## src/rtl/ram_arb_pkg.sv

```systemverilog
// Shared types and constants for the two-requester RAM arbiter.
package ram_arb_pkg;

    localparam int AW = 5;
    localparam int DW = 32;
    localparam int DEPTH = 32;
    localparam logic [31:0] CLR_VALUE = 32'h0000_0000;

    // Requester ids, also used as bit positions in the req/gnt vectors
    // and as the value held by the last-grant pointer.
    localparam logic REQ_A = 1'b0;
    localparam logic REQ_B = 1'b1;

    typedef enum logic {
        SERVE = 1'b0,
        CLEAR = 1'b1
    } state_t;

endpackage

```

## src/rtl/rr_arb2.sv

```systemverilog
// Stateless two-way round-robin grant: on a tie the requester that was not
// granted last wins. The last-grant pointer is held by the parent.
module rr_arb2
    import ram_arb_pkg::*;
(
    input  logic [1:0] req,
    input  logic       last,
    output logic [1:0] gnt
);

    // Single winner; A wins a tie only when B was the last one served.
    always_comb begin
        gnt = 2'b00;
        if (req[REQ_A] && (!req[REQ_B] || (last == REQ_B))) begin
            gnt[REQ_A] = 1'b1;
        end else if (req[REQ_B]) begin
            gnt[REQ_B] = 1'b1;
        end
    end

endmodule

```

## src/rtl/ram_rr_arbiter.sv

```systemverilog
// Shares one single-port synchronous RAM between requesters A and B with
// round-robin arbitration, a one-cycle read return and a full-memory clear.
//
//   state | meaning
//   ------+---------------------------------------------------------------
//   SERVE | arbitrate A/B, one RAM access per cycle; clr moves to CLEAR
//   CLEAR | write CLR_VALUE to address clr_cnt, requesters blocked, busy=1
module ram_rr_arbiter #(
    parameter int AW = ram_arb_pkg::AW,
    parameter int DW = ram_arb_pkg::DW,
    parameter int DEPTH = ram_arb_pkg::DEPTH,
    parameter logic [DW-1:0] CLR_VALUE = DW'(ram_arb_pkg::CLR_VALUE)
) (
    input  logic          clk,
    input  logic          rst,
    input  logic          clr,
    output logic          busy,

    input  logic          a_req,
    input  logic          a_we,
    input  logic [AW-1:0] a_addr,
    input  logic [DW-1:0] a_wdata,
    output logic          a_gnt,
    output logic          a_rvalid,
    output logic [DW-1:0] a_rdata,

    input  logic          b_req,
    input  logic          b_we,
    input  logic [AW-1:0] b_addr,
    input  logic [DW-1:0] b_wdata,
    output logic          b_gnt,
    output logic          b_rvalid,
    output logic [DW-1:0] b_rdata,

    output logic          ram_ena,
    output logic          ram_wena,
    output logic [AW-1:0] ram_addr,
    output logic [DW-1:0] ram_din,
    input  logic [DW-1:0] ram_dout
);

    import ram_arb_pkg::*;

    localparam logic [AW-1:0] LAST_ADDR = AW'(DEPTH - 1);

    state_t        state;
    state_t        next_state;
    logic [AW-1:0] clr_cnt;
    logic          last;
    logic [1:0]    arb_gnt;

    rr_arb2 u_rr_arb2 (
        .req  ({b_req, a_req}),
        .last (last),
        .gnt  (arb_gnt)
    );

    // The RAM output register already holds the word one cycle after the
    // read; both owners see it and rvalid tells them whose it is.
    assign a_rdata = ram_dout;
    assign b_rdata = ram_dout;

    // Next state, grants and RAM drive; clr beats any pending request.
    always_comb begin
        next_state = state;
        a_gnt      = 1'b0;
        b_gnt      = 1'b0;
        busy       = 1'b0;
        ram_ena    = 1'b0;
        ram_wena   = 1'b0;
        ram_addr   = '0;
        ram_din    = '0;
        case (state)
            SERVE: begin
                if (!rst) begin
                    if (clr) begin
                        next_state = CLEAR;
                    end else begin
                        a_gnt = arb_gnt[REQ_A];
                        b_gnt = arb_gnt[REQ_B];
                        if (arb_gnt[REQ_A]) begin
                            ram_ena  = 1'b1;
                            ram_wena = a_we;
                            ram_addr = a_addr;
                            ram_din  = a_wdata;
                        end else if (arb_gnt[REQ_B]) begin
                            ram_ena  = 1'b1;
                            ram_wena = b_we;
                            ram_addr = b_addr;
                            ram_din  = b_wdata;
                        end
                    end
                end
            end
            CLEAR: begin
                busy     = 1'b1;
                ram_ena  = !rst;
                ram_wena = 1'b1;
                ram_addr = clr_cnt;
                ram_din  = CLR_VALUE;
                if (clr_cnt == LAST_ADDR) begin
                    next_state = SERVE;
                end
            end
            default: begin
                next_state = SERVE;
            end
        endcase
    end

    // State register.
    always_ff @(posedge clk) begin
        if (rst) begin
            state <= SERVE;
        end else begin
            state <= next_state;
        end
    end

    // Clear address counter: steps once per CLEAR cycle, parks at zero.
    always_ff @(posedge clk) begin
        if (rst) begin
            clr_cnt <= '0;
        end else if (state == CLEAR) begin
            if (clr_cnt == LAST_ADDR) begin
                clr_cnt <= '0;
            end else begin
                clr_cnt <= clr_cnt + 1'b1;
            end
        end
    end

    // Last-grant pointer; starts at B so A wins the first tie.
    always_ff @(posedge clk) begin
        if (rst) begin
            last <= REQ_B;
        end else if (a_gnt) begin
            last <= REQ_A;
        end else if (b_gnt) begin
            last <= REQ_B;
        end
    end

    // Read-valid return, aligned with the RAM output register.
    always_ff @(posedge clk) begin
        if (rst) begin
            a_rvalid <= 1'b0;
            b_rvalid <= 1'b0;
        end else begin
            a_rvalid <= a_gnt && !a_we;
            b_rvalid <= b_gnt && !b_we;
        end
    end

endmodule

```

## config.mk

```make
export PLATFORM = sky130hd
export DESIGN_NAME = ram_rr_arbiter
export DESIGN_NICKNAME = d
export VERILOG_FILES = /design/src/rtl/ram_arb_pkg.sv /design/src/rtl/rr_arb2.sv /design/src/rtl/ram_rr_arbiter.sv
export SDC_FILE = /design/constraint.sdc
export NUM_CORES = 1
export LEC_CHECK = 0
export ABC_AREA = 1
export ABC_CLOCK_PERIOD_IN_PS = 1400
export BUFFER_PORTS_ARGS = -buffer_cell sky130_fd_sc_hd__buf_2
export CORE_AREA = 2 2 85 87
export DETAILED_ROUTE_END_ITERATION = 10
export DIE_AREA = 0 0 87 89
export GPL_TIMING_DRIVEN = 1
export PLACE_DENSITY_LB_ADDON = 0.1
export RECOVER_POWER = 50
export SETUP_SLACK_MARGIN = 0.5
export SYNTH_ARGS = -nofsm -noshare
export SYNTH_HDL_FRONTEND = slang
export SYNTH_SLANG_ARGS = --single-unit
```

## constraint.sdc

```tcl
create_clock -name clk -period 1.4 [get_ports clk]
set_input_delay 0.07 -clock clk [delete_from_list [all_inputs] [get_ports clk]]
set_output_delay 0.07 -clock clk [all_outputs]
set_load 0.005 [all_outputs]
```

== Word-level counts from Yosys, hierarchy flattened ==
Cells that the tools add are included.
Word-level totals
  bits in read-only memories: 0
  bits of input ports: 113
  register bits: 9
  RAM bits: 0
  memories kept: 0
  output and inout bits: 108
  bits in latches: 0
  word-level logic and storage cells: 53
Cells by class
  bitwise operators: 1
  magnitude comparators: 0
  equal/unequal tests: 1
  multiplexer cells: 36
  div/mod/pow operators: 0
  shift-type cells: 0
  $mul: 0
  reductions and logical operators: 9
  $add $sub $neg: 1
Operators by type and width (count)
  32-bit two-way mux: 4
  32-bit case mux with 2 select lines: 1
  5-bit two-way mux: 5
  1-bit two-way mux: 22
  5-bit case mux with 2 select lines: 1
  1-bit case mux with 2 select lines: 3
  5-bit by 1-bit adder with 5-bit output, second input constant: 1
  5-bit equality test, second input constant: 1
  1-bit zero test: 4
  1-bit logical AND: 3
  2-bit nonzero test: 1
  1-bit logical OR: 1
  1-bit NOT: 1

== Longest topological paths before layout ==
Gate-level depths: netlist of the first run.
  depth in word-level cells: 9
  mapped depth: 9
  depth with buffers taken out: 7

== By module ==
From an unflattened synthesis of the first run, not the netlist that was laid out.
Second synthesis, totals
  cell total of the unflattened synthesis: 232
  area, all modules: 1516.5 um2
By module, submodules not included
  ram_rr_arbiter: times used 1, area each 1488.9 um2, seq. area each 180.2 um2, cells an instance 228
  rr_arb2: times used 1, area each 27.5 um2, seq. area each 0.0 um2, cells an instance 4

== Worst setup path before layout of the first run ==
OpenSTA, ideal clock, no wires.
  path kind: register -> register
  start: reg clr_cnt[0]
  end: reg clr_cnt[2]
  period minus slack after synthesis: 1233 ps
  path buffers: 0
  cell stages (with the launch flop): 8
  data arrival time: 1163 ps
  setup slack: 167 ps
  setup time: 70 ps
  required time: 1330 ps
  path through: dfxtp_1 > ha_1 > inv_1 > nor3_1 > ha_1 > nor2_1 > o21ai_0 > a21oi_1
Between the ends
  cells in the longest elaborated chain, start to end: 2
  elaborated cells on any way between the ends: 3
  classes of those cells: add/sub (1); eq/ne (1); mux (1)
RTL lines
  start: declaration: RTL line ram_rr_arbiter.sv:48  | logic [AW-1:0] clr_cnt;
  start signal: assignment: RTL line ram_rr_arbiter.sv:128  | clr_cnt <= clr_cnt + 1'b1;
  5-bit by 1-bit adder with 5-bit output / 5-bit equality test (equally long branches): RTL line ram_rr_arbiter.sv:128, ram_rr_arbiter.sv:125
  5-bit two-way mux *: RTL line ram_rr_arbiter.sv:125  | if (clr_cnt == LAST_ADDR) begin
Every way passes the cells marked *; elsewhere a longest branch is shown, timed or not.
A chain may end at the register's enable or synchronous reset.

== Worst setup path in the final report of the first run ==
  start: reg state
  end: out ram_din[17]
Between the ends
  cells in the longest elaborated chain, start to end: 2
RTL lines
  start: declaration: RTL line ram_rr_arbiter.sv:46  | state_t state;
  start signal: assignment: RTL line ram_rr_arbiter.sv:116  | state <= next_state;
  1-bit NOT
  32-bit case mux with 2 select lines *: RTL line ram_rr_arbiter.sv:73  | case (state)
  end: declaration: RTL line ram_rr_arbiter.sv:38  | output logic [DW-1:0] ram_din,
Marked as above.

==> impl_metrics.json, run 1 <==
{
  "status": "completed",
  "grt_pass1_vias": 1477,
  "min-delay-start": "rst",
  "finalWirelength_mm": 5.307,
  "cts_made_buffers": 3,
  "ir_drop_mv": 0.4928,
  "startpoint_type": "flip-flop",
  "cp-end-kind": "primary output",
  "first_pass_iters": 4,
  "hold_depth": 2,
  "drcViolationCount": 0,
  "multi_input_area_um2": 777.0,
  "cp.arrival_ns": 1.32,
  "r2r-end": "clr_cnt[3]",
  "port_buffers": 124,
  "synth_cells": 250,
  "slew-limit-headroom_pct": 89.02,
  "rsz0062_at_grt": "true",
  "grt_usage_pct": 11.78,
  "critPathSlowestCell": "dfxtp_4",
  "cts-htree-levels": 1,
  "cp_max_fo": 26,
  "nFillCells": 798,
  "synth_nets": 365,
  "dpl.hpwl_mm": 4.092,
  "seqCellArea_um2": 196.4,
  "finalPower_uw": 1010,
  "layout_min_cycle_time_ns": 1.386,
  "reg2reg_from": "clr_cnt[1]",
  "mappedNetlistArea_um2": 1473,
  "post_drt_wl_per_cell_um": 13.14,
  "max-cap-violations": 0,
  "drt-initial-drc-count": 45,
  "timing.fmax_mhz": 721.7,
  "pin_count": 221,
  "clkTransAtPathRegs_ns": 0.05,
  "fin_nets": 440,
  "gr-total-overflow": 0,
  "totalNegativeSetupSlack_ns": 0,
  "cp_top_family": "flip-flops",
  "power_density_nw_per_um2": 496.3,
  "netlist_top_cells_area": "buf_4, nand2_1, dfxtp_1, nand3_1, buf_6",
  "cpMostUsedCell": "nand2_1",
  "finClkSkew_ns": 0.006741,
  "ys_seq_area_share_pct": 12.23,
  "cts-root-buf": "clkbuf_8",
  "leakagePower_uw": 0.001244,
  "path_class": "reg -> out",
  "required_ns": 1.33,
  "die_w_um": 87,
  "gp_congestion": 0.7047,
  "synth.top_cell.area_share_pct": 33.64,
  "layout_commonest_cell": "buf_2",
  "synth_cell_types": 21,
  "synth_seq_cells": 9,
  "antenna_found_initial": 0,
  "drive_above_1_share_pct": 55.25,
  "ys.warnings.count": 0,
  "path_buf_inv": 3,
  "final_cell_mix": "buf_2, nand2_1, nand3_1, nand2_2, buf_4",
  "tightestPinTransition_ns": 0.1630,
  "ant_nets": 0,
  "diodes": 0,
  "cts_sinks": 9,
  "min_path_type": "in -> reg",
  "cts_tree": "done",
  "slew_violations": 0,
  "grt_pass1_wl_mm": 7.196,
  "r2r_cells": 7,
  "path_cells": "inv_8 > nand2_4 > nor2_4 > buf_12 > nand2_1 > nand2_1 > buf_2",
  "final_hold_viol_count": 0,
  "syn_area_per_cell_um2": 5.891,
  "clock_latency_ns": 0.25,
  "timing.hold.ws_ns": 0.04436,
  "via_per_inst": 4.057,
  "cp_slowest_stage_delay_ns": 0.36,
  "clock_path_buffers": 2,
  "r2r_setup_slack_ns": 0.23,
  "grt_max_degree": 27,
  "floorplan.die_area_um2": 7743,
  "synthToLayoutAreaGrowth_pct": 38.23,
  "die_h_um": 89,
  "coreArea_um2": 6719,
  "num_vias": 1639,
  "rows": 30,
  "synth_top_cell_by_area": "buf_4",
  "start_util_pct": 21.92,
  "fin_util_pct": 30.30,
  "setup_viol": 0,
  "finalCritPeriodShare_pct": 98.97,
  "hold_end": "state"
}
## flip-flops by register name (all words and copies together), names as in the netlist
register / count
clr_cnt: 5
a_rvalid: 1
b_rvalid: 1
last: 1
state: 1
## worst max path at each step
| stage | endpoint | slack, ns | start | cells after the start |
|---|---|---|---|---|
| finish | ram_din[17] | 0.01 | state | 7 |
| floorplan | clr_cnt[0] | 0.28 | clr_cnt[1] | 7 |
| global route | ram_din[17] | -0.05 | state | 7 |
| CTS | ram_din[17] | -0.008 | state | 9 |
| detailed placement | ram_addr[2] | 0.19 | last | 6 |
| global placement | ram_din[17] | 0.19 | state | 9 |
## per-layer routing
| metal | global-route usage, % | up-vias | wire length (µm) |
|---|---|---|---|
| met4 | 3.835 | 0 | 78 |
| met2 | 21.93 | 111 | 2798 |
| met1 | 13.36 | 669 | 1948 |
| met5 | 0 | - | 0 |
| li1 | - | 852 | - |
| met3 | 2.493 | 7 | 482 |
## per-stage QoR
step           setup WS (ns)  cell area (µm²)  cells
6_report             0.01441             2036    404
5_1_grt             -0.04800             2036    404
4_1_cts            -0.008016             1948    401
3_5_place_dp          0.1850             1763    390
3_3_place_gp          0.1921             1763    390
2_1_floorplan         0.2801             1524    250
## timing repair
item / in CTS / in global routing
endpoints found under the hold margin: 2 / 0
resized for setup: 20 / 13
buffers inserted: 4 / 1
gates cloned: 1 / 2
hold buffers: 2 / 0
pin swaps: 6 / 4
setup endpoints to repair: 49 / 51
## synthesized netlist by cell type, drive strengths merged
cell type,n
a21oi,5
buf,72
dfxtp,9
ha,2
inv,10
nand2,119
nand3,13
nand4,1
nor2,11
nor3,1
o211ai,1
o21ai,6
## report_power, final
part,internal (µW),switching (µW)
registers,269,14.9
clock network,200,125
logic,213,188
total,682,328
## worst register-to-register path, delay by kind of cell (launching register included)
kind | cells | cell delay, ns
buffers and inverters | 1 | 0.05
AOI/OAI and AO/OA | 1 | 0.12
DFF | 1 | 0.35
adders and majority gates | 2 | 0.32
and+or+nand+nor | 3 | 0.25
## area by class of cell
type,count,area share [%]
inverter,10,2.704
clock buffer,4,2.213
tap,80,4.917
multi-input combinational,159,38.17
timing repair buffer,142,42.35
sequential,9,9.650
## cells by family after synthesis
logic type | share of synthesized area (%)
and+or+nand+nor | 40.02
buffers and inverters | 41.04
AOI/OAI and AO/OA | 5.013
DFF | 12.23
adders and majority gates | 1.699
Power figures use the tool's default switching activity.
==> run 2: changes to the inputs <==
--- a/config.mk
+++ b/config.mk
@@ -14,6 +14,7 @@
 export GPL_TIMING_DRIVEN = 1
 export PLACE_DENSITY_LB_ADDON = 0.1
 export RECOVER_POWER = 50
+export REMOVE_ABC_BUFFERS = 1
 export SETUP_SLACK_MARGIN = 0.5
 export SYNTH_ARGS = -nofsm -noshare
 export SYNTH_HDL_FRONTEND = slang
==> run 2 against run 1 <==
The run now ends with negative setup slack left. Via count grew 14%. Register-to-register slack lost 0.06 ns. Clock power decreased by 5%. Critical path type unchanged. Largest cell class unchanged. Largest power group unchanged. Highest routed layer unchanged.
==> impl_metrics.json, run 2 (same netlist as run 1, synthesis figures left out) <==
{
  "hold_end": "a_rvalid",
  "floorplan.die_area_um2": 7743,
  "stdcell_count": 409,
  "r2r_cells": 5,
  "synthToLayoutAreaGrowth_pct": 48.26,
  "cp-end-kind": "primary output",
  "coreArea_um2": 6719,
  "seqPwrFrac_pct": 26.9,
  "gr-total-overflow": 0,
  "antenna_found_initial": 0,
  "cts.hold.buffers_added": 0,
  "layout_commonest_cell": "buf_2",
  "ir_drop_mv": 0.2922,
  "max-cap-violations": 0,
  "slew-limit-headroom_pct": 85.20,
  "post_drt_wl_per_cell_um": 22.22,
  "largest_register": "clr_cnt",
  "fin_util_pct": 32.50,
  "r2r-end": "b_rvalid",
  "slew_violations": 0,
  "via_per_inst": 4.582,
  "rows": 30,
  "finClkSkew_ns": 0.002136,
  "pin_count": 221,
  "port_buffers": 124,
  "dp.cells": 389,
  "power_frac_clock_pct": 29.6,
  "clock_path_buffers": 2,
  "grt_max_degree": 18,
  "drive_above_1_share_pct": 63.22,
  "comb_power_share_pct": 43.5,
  "start_util_pct": 21.92,
  "finalWirelength_mm": 9.088,
  "fin_nets": 445,
  "die_h_um": 89,
  "drcViolationCount": 0,
  "first_pass_iters": 7,
  "cts_made_buffers": 3,
  "seqCellArea_um2": 195.2,
  "fin_ws_ns": -0.03589,
  "dpl.hpwl_mm": 7.315,
  "multi_input_area_um2": 864.6,
  "timing.fmax_mhz": 696.4,
  "hold_depth": 2,
  "diodes": 0,
  "clock_latency_ns": 0.23,
  "leakagePower_uw": 0.001303,
  "failed_checks": "negative setup slack",
  "final_hold_viol_count": 0,
  "num_vias": 1874,
  "path_class": "reg -> out",
  "totalNegativeSetupSlack_ns": -0.3894,
  "setup_viol": 22,
  "layout_min_cycle_time_ns": 1.436,
  "final_cell_mix": "buf_2, nand2_1, nand2_2, buf_4, nand3_1",
  "min-delay-start": "a_we",
  "grt_use_met3_pct": 13.67,
  "grt_pass1_vias": 1634,
  "clkTransAtPathRegs_ns": 0.05,
  "grt_usage_pct": 20.93,
  "cts-root-buf": "clkbuf_8",
  "gp_congestion": 0.7627,
  "startpoint_type": "flip-flop",
  "tightestPinTransition_ns": 0.2214,
  "power_density_nw_per_um2": 479.5,
  "finalCritPeriodShare_pct": 102.6,
  "cp.arrival_ns": 1.37,
  "largest_reg_flops": 5,
  "cts_tree": "done",
  "drt-initial-drc-count": 64,
  "rsz0062_at_grt": "true",
  "use_met1_pct": 17.90,
  "grt.busiest_layer": "met2",
  "p_sw_uw": 343.6,
  "ant_nets": 0,
  "p_int_uw": 703.2,
  "min_path_type": "in -> reg",
  "grtUsageMet2_pct": 39.83,
  "cts_sinks": 9,
  "switching_share_pct": 32.82,
  "die_w_um": 87,
  "nFillCells": 769,
  "cts-htree-levels": 1,
  "grt_pass1_wl_mm": 11.11,
  "reg2reg_from": "last",
  "cp_max_fo": 7,
  "r2r_setup_slack_ns": 0.17,
  "required_ns": 1.33,
  "status": "complete, but fails checks"
}
## run 2: how the worst max path moves through the flow
stage	from	to	slack, ns	depth (start not counted)
after global routing	state	ram_din[23]	-0.1	8
after global placement	clr_cnt[0]	clr_cnt[2]	0.12	7
after floorplan	state	ram_addr[0]	0.08	5
after detailed placement	clr_cnt[0]	clr_cnt[2]	0.1	7
final	state	ram_din[9]	-0.04	8
after CTS	last	ram_din[27]	-0.02	7
## run 2: what timing repair did
| action | 4_1_cts | 5_1_grt |
|---|---|---|
| cloned | 3 | 4 |
| setup buffers | 6 | 3 |
| setup endpoints to repair | 48 | 51 |
| resized for setup | 38 | 46 |
| pin swaps | 10 | 14 |
## run 2: cell type report
type | instances | share of cell area (%)
tap | 80 | 4.585
multi-input combinational | 159 | 39.60
clock buffer | 4 | 2.063
timing repair buffer | 143 | 39.77
inverter | 10 | 2.751
sequential | 9 | 8.940
timing repair inverter | 4 | 2.292
## run 2: routing by layer
layer	vias up	share of wire, %
li1	863	-
met1	836	31
met3	10	15
met2	165	52
met5	-	0
met4	0	2.9
## run 2: worst max-delay path: stages, from the launching register on
cell	delay, ns
dfxtp_4	0.35
clkinv_4	0.05
nand2_4	0.07
nor2_4	0.19
buf_12	0.14
clkbuf_16	0.14
nand2_1	0.05
nand2_1	0.05
buf_2	0.10
## run 2: power groups by stage
stage / combinational [µW] / sequential (µW) / clock [µW]
after floorplan: 118 / 291 / 0
after global placement: 350 / 286 / 0
after detailed placement: 347 / 285 / 0
after CTS: 402 / 285 / 318
after global routing: 499 / 283 / 329
final: 455 / 282 / 310
## run 2: per-stage QoR
stage	instance area [µm²]	power (µW)	setup WS, ns	hold WS (ns)
2_1_floorplan	915.9	408.8	0.07967	0.1391
3_3_place_gp	1702	636.0	0.1221	0.1401
3_5_place_dp	1702	632.0	0.09631	0.1401
4_1_cts	1964	1004	-0.01689	0.006744
5_1_grt	2183	1112	-0.09901	0.01793
6_report	2183	1047	-0.03589	0.008340
==> run 3: changes to the inputs <==
--- a/config.mk
+++ b/config.mk
@@ -12,7 +12,6 @@
 export DETAILED_ROUTE_END_ITERATION = 10
 export DIE_AREA = 0 0 87 89
 export GPL_TIMING_DRIVEN = 1
-export PLACE_DENSITY_LB_ADDON = 0.1
 export RECOVER_POWER = 50
 export REMOVE_ABC_BUFFERS = 1
 export SETUP_SLACK_MARGIN = 0.5
==> run 3 against run 2 <==
The run still ends with negative setup slack left. Sequential power barely moved. Hold slack worse by 0.0021 ns. Die area unchanged. Clock skew shrank 0.0019 ns. Combinational power hardly changed.
==> impl_metrics.json, run 3 (same netlist as run 1, synthesis figures left out) <==
{
  "start_util_pct": 21.92,
  "post_drt_wl_per_cell_um": 23.76,
  "min_path_type": "in -> reg",
  "finalWirelength_mm": 9.623,
  "max-cap-violations": 0,
  "diodes": 0,
  "final_hold_viol_count": 0,
  "cts_tree": "done",
  "hold_depth": 2,
  "layout_commonest_cell": "buf_2",
  "cp-end-kind": "primary output",
  "synthToLayoutAreaGrowth_pct": 48.94,
  "fin_ws_ns": -0.04863,
  "num_vias": 1889,
  "cts-root-buf": "clkbuf_8",
  "antenna_found_initial": 0,
  "final_cell_mix": "buf_2, nand2_1, nand2_2, nand3_1, buf_6",
  "dpl.hpwl_mm": 7.586,
  "min-delay-start": "b_we",
  "reg2reg_from": "clr_cnt[0]",
  "seqCellArea_um2": 200.2,
  "r2r_cells": 8,
  "grt.busiest_layer": "met2",
  "clock_path_buffers": 2,
  "startpoint_type": "flip-flop",
  "grtUsageMet2_pct": 37.34,
  "timing.fmax_mhz": 690.3,
  "status": "complete, but fails checks",
  "largest_register": "clr_cnt",
  "floorplan.die_area_um2": 7743,
  "slew-limit-headroom_pct": 84.22,
  "cp_max_fo": 7,
  "grt_use_met3_pct": 16.44,
  "die_h_um": 89,
  "via_per_inst": 4.664,
  "clkTransAtPathRegs_ns": 0.04,
  "dp.cells": 386,
  "grt_pass1_wl_mm": 11.68,
  "die_w_um": 87,
  "ir_drop_mv": 0.3431,
  "finClkSkew_ns": 0.0002171,
  "tightestPinTransition_ns": 0.2361,
  "first_pass_iters": 4,
  "cts.hold.buffers_added": 0,
  "largest_reg_flops": 5,
  "grt_pass1_vias": 1616,
  "setup_viol": 29,
  "grt_max_degree": 15,
  "slew_violations": 0,
  "cp.arrival_ns": 1.38,
  "gp_congestion": 0.8871,
  "cts_made_buffers": 3,
  "stdcell_area_um2": 2193,
  "failed_checks": "negative setup slack",
  "nFillCells": 740,
  "coreArea_um2": 6719,
  "placed_area_um2": 1679,
  "multi_input_area_um2": 885.9,
  "use_met1_pct": 19.98,
  "finalCritPeriodShare_pct": 103.5,
  "clock_latency_ns": 0.24,
  "path_class": "reg -> out",
  "gr-total-overflow": 0,
  "fin_nets": 441,
  "cts_sinks": 9,
  "layout_min_cycle_time_ns": 1.449,
  "drt-initial-drc-count": 60,
  "rows": 30,
  "startpoint": "state",
  "grt_usage_pct": 22.52,
  "required_ns": 1.33,
  "pin_count": 221,
  "cts-htree-levels": 1,
  "drcViolationCount": 0,
  "stdcell_count": 405,
  "power_density_nw_per_um2": 479.6,
  "rsz0062_at_grt": "true",
  "leakagePower_uw": 0.001306,
  "port_buffers": 124,
  "ant_nets": 0,
  "drive_above_1_share_pct": 63.69
}
-- run 3: timing repair --
action                     CTS  global route
gates resized for setup     58            36
setup endpoints to repair   50            50
setup buffers                5             4
hold endpoints to repair     0             0
cloned                       4             2
pin swaps                    9            19
-- run 3: per-stage QoR --
step	hold WS (ns)	setup slack (ns)	total power [µW]	TNS, ns	util [%]
3_5_place_dp	0.1401	-0.03539	620.2	-0.05345	24.99
2_1_floorplan	0.1391	0.07967	408.8	0	-
6_report	0.006212	-0.04863	1052	-0.6115	32.64
4_1_cts	0.002429	-0.03713	1013	-0.5523	29.80
5_1_grt	0.01753	-0.1184	1116	-2.905	32.64
3_3_place_gp	0.1401	0.09101	619.8	0	24.99
-- run 3: final timing paths --
kind                  to  slack [ns]
min reg2reg         last        0.52
max          ram_din[28]       -0.05
max reg2reg        state        0.13
min             b_rvalid       0.006
-- run 3: routing by layer --
metal / vias up / wire length (µm)
met3: 20 / 1608
met2: 193 / 4533
li1: 859 / -
met1: 817 / 2953
met4: 0 / 527
met5: - / 0
-- run 3: power by group --
part	switching (µW)	total, µW	internal [µW]	leakage [µW]
clock	112	311	199	0.0000228
combinational	226	458	232	0.00121
sequential	15.1	283	268	0.0000768
total	353	1050	699	0.00131
-- run 3: worst max-delay path, stage by stage, from the launching register on --
cell,delay (ns)
dfxtp_4,0.35
clkinv_4,0.05
nand2_4,0.06
nor2_4,0.19
buf_12,0.14
clkbuf_16,0.14
nand2_1,0.05
nand2_1,0.05
buf_2,0.10
-- run 3: area by class of cell --
class / instances / share of cell area, %
clock buffers: 4 / 2.054
inverters: 10 / 2.852
multi-input cells: 159 / 40.39
flip-flops and latches: 9 / 9.127
well taps: 80 / 4.564
repair buffers: 139 / 38.39
repair inverters: 4 / 2.624
